### src/rtl/wpm_pkg.sv
// Shared constants and types for the WPM BCD path (encoder and display driver).
package wpm_pkg;

  localparam int NUM_DIGITS         = 5;
  localparam int WPM_MAX_HUNDREDTHS = 99999;
  localparam int BCD_W              = 4 * NUM_DIGITS;

  // Digit positions inside the packed 20-bit BCD accumulator, LSB first.
  localparam int DIG_HUNDREDTHS = 0;
  localparam int DIG_TENTHS     = 1;
  localparam int DIG_ONES       = 2;
  localparam int DIG_TENS       = 3;
  localparam int DIG_HUNDREDS   = 4;

  // Integer part is {hundreds, tens, ones}; decimal part is {tenths, hundredths}.
  localparam int DEC_W   = 4 * DIG_ONES;
  localparam int INT_W   = BCD_W - DEC_W;
  localparam int INT_LSB = DEC_W;

  typedef enum logic [1:0] {
    IDLE,
    SHIFT,
    DONE
  } state_t;

  // Extract one BCD digit by index from a packed accumulator.
  function automatic logic [3:0] digit_of(input logic [BCD_W-1:0] bcd, input int idx);
    return bcd[4*idx +: 4];
  endfunction

endpackage

### src/rtl/bcd_digit_adjust.sv
// Double-dabble correction for one BCD digit: add 3 when the digit is 5 or more,
// so that the following left shift carries correctly into the next digit.
module bcd_digit_adjust (
  input  logic [3:0] i_digit,
  output logic [3:0] o_digit
);

  logic w_ge5;

  assign w_ge5   = (i_digit >= 4'd5);
  assign o_digit = w_ge5 ? (i_digit + 4'd3) : i_digit;

endmodule

### src/rtl/wpm_bcd_encoder.sv
// Iterative binary-to-BCD converter for the WPM display (value in hundredths).
// IN_W shift cycles per conversion; results and overflow only move with done.
//
//   state | meaning
//   IDLE  | waiting for start; outputs hold the last result
//   SHIFT | one add-3/shift iteration per cycle, IN_W iterations
//   DONE  | done pulse cycle with fresh outputs; back to IDLE next
module wpm_bcd_encoder
  import wpm_pkg::*;
#(
  parameter int IN_W = 17
) (
  input  logic            clk,
  input  logic            reset,
  input  logic [IN_W-1:0] wpm_hundredths,
  input  logic            start,
  output logic            busy,
  output logic            done,
  output logic            overflow,
  output logic [11:0]     wpm_integer,
  output logic [7:0]      wpm_decimal
);

  localparam int                CNT_W    = $clog2(IN_W);
  localparam logic [IN_W-1:0]   SAT_VAL  = IN_W'(WPM_MAX_HUNDREDTHS);
  localparam logic [CNT_W-1:0]  CNT_LAST = CNT_W'(IN_W - 1);

  state_t             r_state;
  logic [IN_W-1:0]    r_bin;
  logic [BCD_W-1:0]   r_bcd;
  logic [CNT_W-1:0]   r_cnt;
  logic               r_ovf_pend;
  logic               r_busy;
  logic               r_done;
  logic               r_ovf;
  logic [INT_W-1:0]   r_int;
  logic [DEC_W-1:0]   r_dec;

  logic               w_over;
  logic [BCD_W-1:0]   w_adj;
  logic [BCD_W-1:0]   w_bcd_next;

  assign w_over = (wpm_hundredths > SAT_VAL);

  for (genvar g = 0; g < NUM_DIGITS; g++) begin : g_adj
    bcd_digit_adjust u_adj (
      .i_digit (r_bcd[4*g +: 4]),
      .o_digit (w_adj[4*g +: 4])
    );
  end

  // Left shift of {adjusted bcd, bin}: the binary MSB enters the BCD LSB.
  assign w_bcd_next = {w_adj[BCD_W-2:0], r_bin[IN_W-1]};

  // Conversion FSM with registered outputs. The result registers load from the
  // final iteration's value on the edge entering DONE, so done and the new
  // result are visible together in the DONE cycle.
  always_ff @(posedge clk) begin
    if (reset) begin
      r_state    <= IDLE;
      r_bin      <= '0;
      r_bcd      <= '0;
      r_cnt      <= '0;
      r_ovf_pend <= 1'b0;
      r_busy     <= 1'b0;
      r_done     <= 1'b0;
      r_ovf      <= 1'b0;
      r_int      <= '0;
      r_dec      <= '0;
    end else begin
      case (r_state)
        IDLE: begin
          r_done <= 1'b0;
          if (start) begin
            r_bin      <= w_over ? SAT_VAL : wpm_hundredths;
            r_bcd      <= '0;
            r_cnt      <= '0;
            r_ovf_pend <= w_over;
            r_busy     <= 1'b1;
            r_state    <= SHIFT;
          end
        end
        SHIFT: begin
          r_bcd <= w_bcd_next;
          r_bin <= {r_bin[IN_W-2:0], 1'b0};
          r_cnt <= r_cnt + CNT_W'(1);
          if (r_cnt == CNT_LAST) begin
            r_int   <= w_bcd_next[BCD_W-1:INT_LSB];
            r_dec   <= w_bcd_next[INT_LSB-1:0];
            r_ovf   <= r_ovf_pend;
            r_done  <= 1'b1;
            r_state <= DONE;
          end
        end
        DONE: begin
          r_done  <= 1'b0;
          r_busy  <= 1'b0;
          r_state <= IDLE;
        end
        default: begin
          r_done  <= 1'b0;
          r_busy  <= 1'b0;
          r_state <= IDLE;
        end
      endcase
    end
  end

  assign busy        = r_busy;
  assign done        = r_done;
  assign overflow    = r_ovf;
  assign wpm_integer = r_int;
  assign wpm_decimal = r_dec;

endmodule

### config.mk
export PLATFORM = sky130hd
export DESIGN_NAME = wpm_bcd_encoder
export DESIGN_NICKNAME = d
export VERILOG_FILES = /design/src/rtl/wpm_pkg.sv /design/src/rtl/bcd_digit_adjust.sv /design/src/rtl/wpm_bcd_encoder.sv
export SDC_FILE = /design/constraint.sdc
export NUM_CORES = 1
export LEC_CHECK = 0
export ABC_CLOCK_PERIOD_IN_PS = 3180
export CAP_MARGIN = 20
export CORE_MARGIN = 2
export CORE_UTILIZATION = 40
export DETAILED_ROUTE_END_ITERATION = 8
export PLACE_DENSITY = 0.64
export SLEW_MARGIN = 30
export SYNTH_ARGS = -nofsm -noshare
export SYNTH_HDL_FRONTEND = slang
export SYNTH_SLANG_ARGS = --single-unit
### constraint.sdc
create_clock -name clk -period 3.18 [get_ports clk]
set_clock_uncertainty 0.1 [all_clocks]
set_input_delay 0.636 -clock clk [delete_from_list [all_inputs] [get_ports clk]]
set_output_delay 0.636 -clock clk [all_outputs]
set_load 0.1 [all_outputs]
==> After elaboration in Yosys (flattened, before gate mapping) <==
Cells that the tools add are included.
{ "word_totals": {"ff_bits": 68, "output_inout_bits": 23, "elab_cells": 52, "in_bits": 20} }
{ "classes": {"bitwise_logic": 1, "n_mux": 17, "magnitude_cmp": 6, "n_eq_ne": 4, "n_addsub": 6, "reduce_logical": 8} }
{ "ops": {"columns": ["cell", "n"], "rows": [
  ["20-bit one-hot mux with 2 select lines", 1],
  ["17-bit two-way mux", 2],
  ["17-bit one-hot mux with 2 select lines", 1],
  ["4-bit by 3-bit greater-or-equal comparator with 1-bit output (second input constant)", 5],
  ["20-bit two-way mux", 1],
  ["17-bit > comparator (second input constant)", 1],
  ["4-bit by 2-bit adder with 4-bit output (second input constant)", 4],
  ["4-bit two-way mux", 4],
  ["5-bit one-hot mux with 2 select lines", 1],
  ["2-bit AND reduction", 5],
  ["5-bit by 1-bit adder with 5-bit output (second input constant)", 1],
  ["5-bit == test (second input constant)", 1],
  ["5-bit two-way mux", 1],
  ["2-bit two-way mux", 2],
  ["2-bit inequality test (second input constant)", 2],
  ["2-bit one-hot mux with 2 select lines", 1],
  ["3-bit by 2-bit adder with 3-bit output (second input constant)", 1],
  ["3-bit two-way mux", 1],
  ["2-bit by 1-bit == test with 1-bit output (second input constant)", 1],
  ["2-bit zero test", 1],
  ["1-bit one-hot mux with 2 select lines", 1],
  ["2-bit nonzero test", 1],
  ["2-bit OR reduction", 1],
  ["1-bit two-way mux", 1],
  ["1-bit NOT", 1]
]} }

==> Depth between registers and ports, before layout <==
{ "depth": {"ltp_word": 4, "mapped_depth": 7, "depth_no_buf": 6} }

==> Cells and area by module <==
Synthesis repeated with hierarchy kept, for this count alone.
{ "hier_totals": {"hier_cells": 356, "area_unflattened_um2": 3030.4} }
{ "modules_own_cells": {"columns": ["module", "area_per_inst_um2", "cells_each", "n_inst"], "rows": [
  ["wpm_bcd_encoder", 2523.7, 276, 1],
  ["bcd_digit_adjust", 101.3, 16, 5]
]} }

==> Worst setup path after synthesis <==
Ideal clock, no wire load.
{ "synth_timing": {"path_type": "input-to-reg", "startpoint": "input port wpm_hundredths[13]", "endpoint": "register r_bin[1]", "setup_slack_ps": 1372, "t_arrival_ps": 1589, "path_buffers": 1, "setup_time_ps": 119, "stages": 5, "path_cell_list": "nor4_4 > o21ai_2 > or2_1 > buf_6 > o221a_1"} }
{ "synth_via": {"elab_chain_cells": 4} }
{ "synth_rtl": {"columns": ["item", "line_no", "text"], "rows": [
  ["start, declared", "wpm_bcd_encoder.sv:15", "input logic [IN_W-1:0] wpm_hundredths,"],
  ["17-bit > comparator", "wpm_bcd_encoder.sv:43", "assign w_over = (wpm_hundredths > SAT_VAL);"],
  ["17-bit two-way mux", "wpm_bcd_encoder.sv:75", "r_bin <= w_over ? SAT_VAL : wpm_hundredths;"],
  ["17-bit two-way mux", "wpm_bcd_encoder.sv:74", "if (start) begin"],
  ["17-bit one-hot mux with 2 select lines", "wpm_bcd_encoder.sv:71", "case (r_state)"],
  ["end signal, assigned", "wpm_bcd_encoder.sv:75", null],
  ["end signal, assigned", "wpm_bcd_encoder.sv:85", "r_bin <= {r_bin[IN_W-2:0], 1'b0};"],
  ["end, declared", "wpm_bcd_encoder.sv:29", "logic [IN_W-1:0] r_bin;"]
]} }
Every way passes these cells. The select of a mux whose other input is x is not followed.
A chain may end at the register's enable or synchronous reset.

==> Final worst setup path <==
{ "layout_timing": {"startpoint": "register r_cnt[0]", "endpoint": "register r_dec[5], in the netlist wpm_decimal[5]"} }
{ "layout_via": {"elab_chain_cells": 2} }
{ "layout_rtl": {"columns": ["item", "line_no", "text"], "rows": [
  ["start, declared", "wpm_bcd_encoder.sv:31", "logic [CNT_W-1:0] r_cnt;"],
  ["start signal, assigned", "wpm_bcd_encoder.sv:86", "r_cnt <= r_cnt + CNT_W'(1);"],
  ["5-bit == test", "wpm_bcd_encoder.sv:87", "if (r_cnt == CNT_LAST) begin"],
  ["2-bit AND reduction (no line)", null, null],
  ["end signal, assigned", "wpm_bcd_encoder.sv:89", "r_dec <= w_bcd_next[INT_LSB-1:0];"],
  ["end, declared", "wpm_bcd_encoder.sv:37", "logic [DEC_W-1:0] r_dec;"]
]} }
Every way passes these cells.

==> results.sh <==
export IMPL_grt_antenna_before_repair=0
export IMPL_critPathArrivalTime_ns=2.46
export IMPL_period_utilization_pct=71.9
export IMPL_route_detailed_vias_per_inst=5.28
export IMPL_critical_path_max_fanout=24
export IMPL_cts_setup_buffers=0
export IMPL_postCtsResizedCells=0
export IMPL_cts_root_buf="clkbuf_8"
export IMPL_final_max_slew_viol_count=0
export IMPL_syn_nets=365
export IMPL_detailed_route_via_count=2531
export IMPL_synth_async_reset_ratio_pct=0
export IMPL_drt_pass1_iterations=4
export IMPL_hold_violations=0
export IMPL_final_hold_worst_slack_ns=0.351
export IMPL_run_status="finished clean"
export IMPL_worst_r2r_startpoint="r_cnt[0]"
export IMPL_place_worst_setup_slack_ns=0.792
export IMPL_die_outline_area_um2=8420
export IMPL_cp_start_kind="flop"
export IMPL_place_gp_congestion=0.827
export IMPL_totalWireLength_um=6960
export IMPL_dp_hpwl_um=4650
export IMPL_rsz_0062_raised_after_global_routing="false"
export IMPL_rr_endpoint="wpm_decimal[5]"
export IMPL_synth_seq_cells=68
export IMPL_timing_final_ws_setup_ns=0.894
export IMPL_die_height_um=91.8
export IMPL_totalNegativeSetupSlack_ns=0
export IMPL_clockBufferDepth=2
export IMPL_final_setup_viol_count=0
export IMPL_filler_cell_count=712
export IMPL_antenna_cells=0
export IMPL_syn_to_final_growth_pct=22.2
export IMPL_cp_startpoint="r_cnt[0]"
export IMPL_mappedNetlistArea_um2=3080
export IMPL_gr_total_overflow=0
export IMPL_period_minus_slack_ns=2.29
export IMPL_fin_util_pct=51.1
export IMPL_nets=407
export IMPL_main_flop_type_after_synthesis="dfxtp_1"
export IMPL_clkTransAtPathRegs_ns=0.07
export IMPL_insertion_delay_ns=0.35
export IMPL_numCtsBuffers=9
export IMPL_ys_top_cells_by_area="dfxtp_1 44%, ha_1 4.9%, a21oi_1 3.9%"
export IMPL_first_global_vias=2405
export IMPL_cts_tree="yes"
export IMPL_ff2ff_setup_slack_ns=0.89
export IMPL_grt_pass1_wl_um=11500
export IMPL_dr_first_iter_drc_count=106
export IMPL_routedWlPerCell_um=14.5
export IMPL_drc=0
export IMPL_cap_violations=0
export IMPL_grt_max_degree=39
export IMPL_worst_slew_pin_slew_ns=0.675
export IMPL_ctsHoldBuffers=0
export IMPL_yosys_cell_count_top_type="dfxtp_1"
export IMPL_ios=43
export IMPL_floorplan_initialDensity_pct=41.8
export IMPL_avg_inst_size_synth_um2=9.25
export IMPL_achievable_frequency_ghz=0.437
export IMPL_dieWidth_um=91.8
export IMPL_place_port_buffers=42
export IMPL_detailroute_wirelength_met3_um=332
export IMPL_synth_edf_count=0
export IMPL_yosysTopAreaCell="dfxtp_1"
export IMPL_top_layer_used="met4"
export IMPL_grt_use_total_pct=17.0
export IMPL_max_vdd_ir_drop_uv=225
export IMPL_yosys_warnings=0
export IMPL_relSlewSlack_pct=54.9
export IMPL_r2r_worst_path_cells=6
export IMPL_ctsHtreeMaxLevel=3
export IMPL_critPathCapture="wpm_decimal[5]"
export IMPL_yosysTopAreaCellShare_pct=44.2
export IMPL_m1WireLength_um=3440
export IMPL_netlist_top_cells_count="68 x dfxtp_1, 32 x nor2_1, 27 x nand2_1"
export IMPL_syn_inst=333
export IMPL_crit_path_end_kind="flop"
export IMPL_clkSinkCount=68
export IMPL_total_leakage_power_nw=1.39
export IMPL_netlist_cell_type_count=49
export IMPL_required_ns=3.35
export IMPL_ys_seq_area_share_pct=44.2
export IMPL_timing_hold_worst_class="reg -> reg"
export IMPL_worst_setup_path_type="reg -> reg"
export IMPL_power_per_cell_area_nw_per_um2=514
export IMPL_detail_route_antenna_nets=0
export IMPL_post_route_cells_drive_above_1_share_pct=15.8
export IMPL_met2WireLength_um=3100
export IMPL_design_core_area_um2=7370
export IMPL_row_count=31
stage by stage:
| step | instances | total power, mW | area (um^2) |
|---|---|---|---|
| 2_1_floorplan | 333 | 1.01 | 3080 |
| 3_3_place_gp | 463 | 1.06 | 3510 |
| 3_5_place_dp | 463 | 1.06 | 3510 |
| 4_1_cts | 479 | 1.94 | 3760 |
| 5_1_grt | 479 | 1.99 | 3760 |
| 6_report | 479 | 1.93 | 3760 |
how the worst min path moves through the flow:
stage / from / endpoint / depth (start not counted) / slack (ns)
after detailed placement: r_bin[0] / r_bin[0] / 2 / 0.34
after CTS: r_bin[0] / r_bin[0] / 2 / 0.35
after global routing: r_bin[12] / r_bin[12] / 2 / 0.39
final: r_bin[0] / r_bin[0] / 2 / 0.35
after global placement: r_bin[0] / r_bin[0] / 2 / 0.33
after floorplan: r_bin[0] / r_bin[0] / 2 / 0.32
report_power, final:
group / switching (mW) / internal (mW)
Sequential: 0.0157 / 0.876
Combinational: 0.0928 / 0.0623
Clock: 0.345 / 0.542
Total: 0.454 / 1.48
layer usage:
layer  vias up  track usage, %
li1       1288               -
met1      1176            23.4
met2        58            26.3
met3         9            4.27
met4         0            4.85
met5         -               0
cell type report:
cell class                 count  area, um^2  area share [%]
tap                           99         124            3.29
clock inverter                 6         111            2.96
clock buffer                  10         138            3.66
multi-input combinational    231        1560            41.4
timing repair buffer          48         408            10.8
inverter                      17        63.8            1.70
sequential                    68        1360            36.2
registers in the layout, summed over array words and instances (netlist names):
signal	count
r_state	2
r_ovf_pend	1
r_bcd	20
r_cnt	5
overflow	1
done	1
busy	1
wpm_decimal	8
r_bin	17
wpm_integer	12
logic make-up after synthesis:
kind of cell / count (synthesis) / synth area share, %
XOR/XNOR: 5 / 1.42
adder cells (fa/ha/maj): 12 / 4.87
multiplexers: 8 / 2.76
AND/OR/NAND/NOR: 103 / 17.5
buffers and inverters: 34 / 5.24
AO/OA/AOI/OAI: 103 / 24.0
flip-flops: 68 / 44.2
worst max-delay path: stages (launching register included):
cell	delay [ns]
dfxtp_1	0.33
inv_1	0.10
ha_1	0.17
nand4bb_1	0.27
nor2_4	0.61
nand2_1	0.38
o22ai_1	0.25
cells in the final DEF, fill, tap and decap left out, drive strengths merged, types with 5 or more instances in the layout:
cell type and n:
a22oi 6, o22ai 16, ha 12, clkdlybuf4s50 19, nor2 34, a21oi 24
o21ai 18, buf 29, xnor2 5, dfxtp 68, clkbuf 10, o221a 5
nor3b 14, a211oi 9, nand3 8, nand2 27, inv 17, nand2b 6
Note: power is estimated with default switching activity, not from simulation.
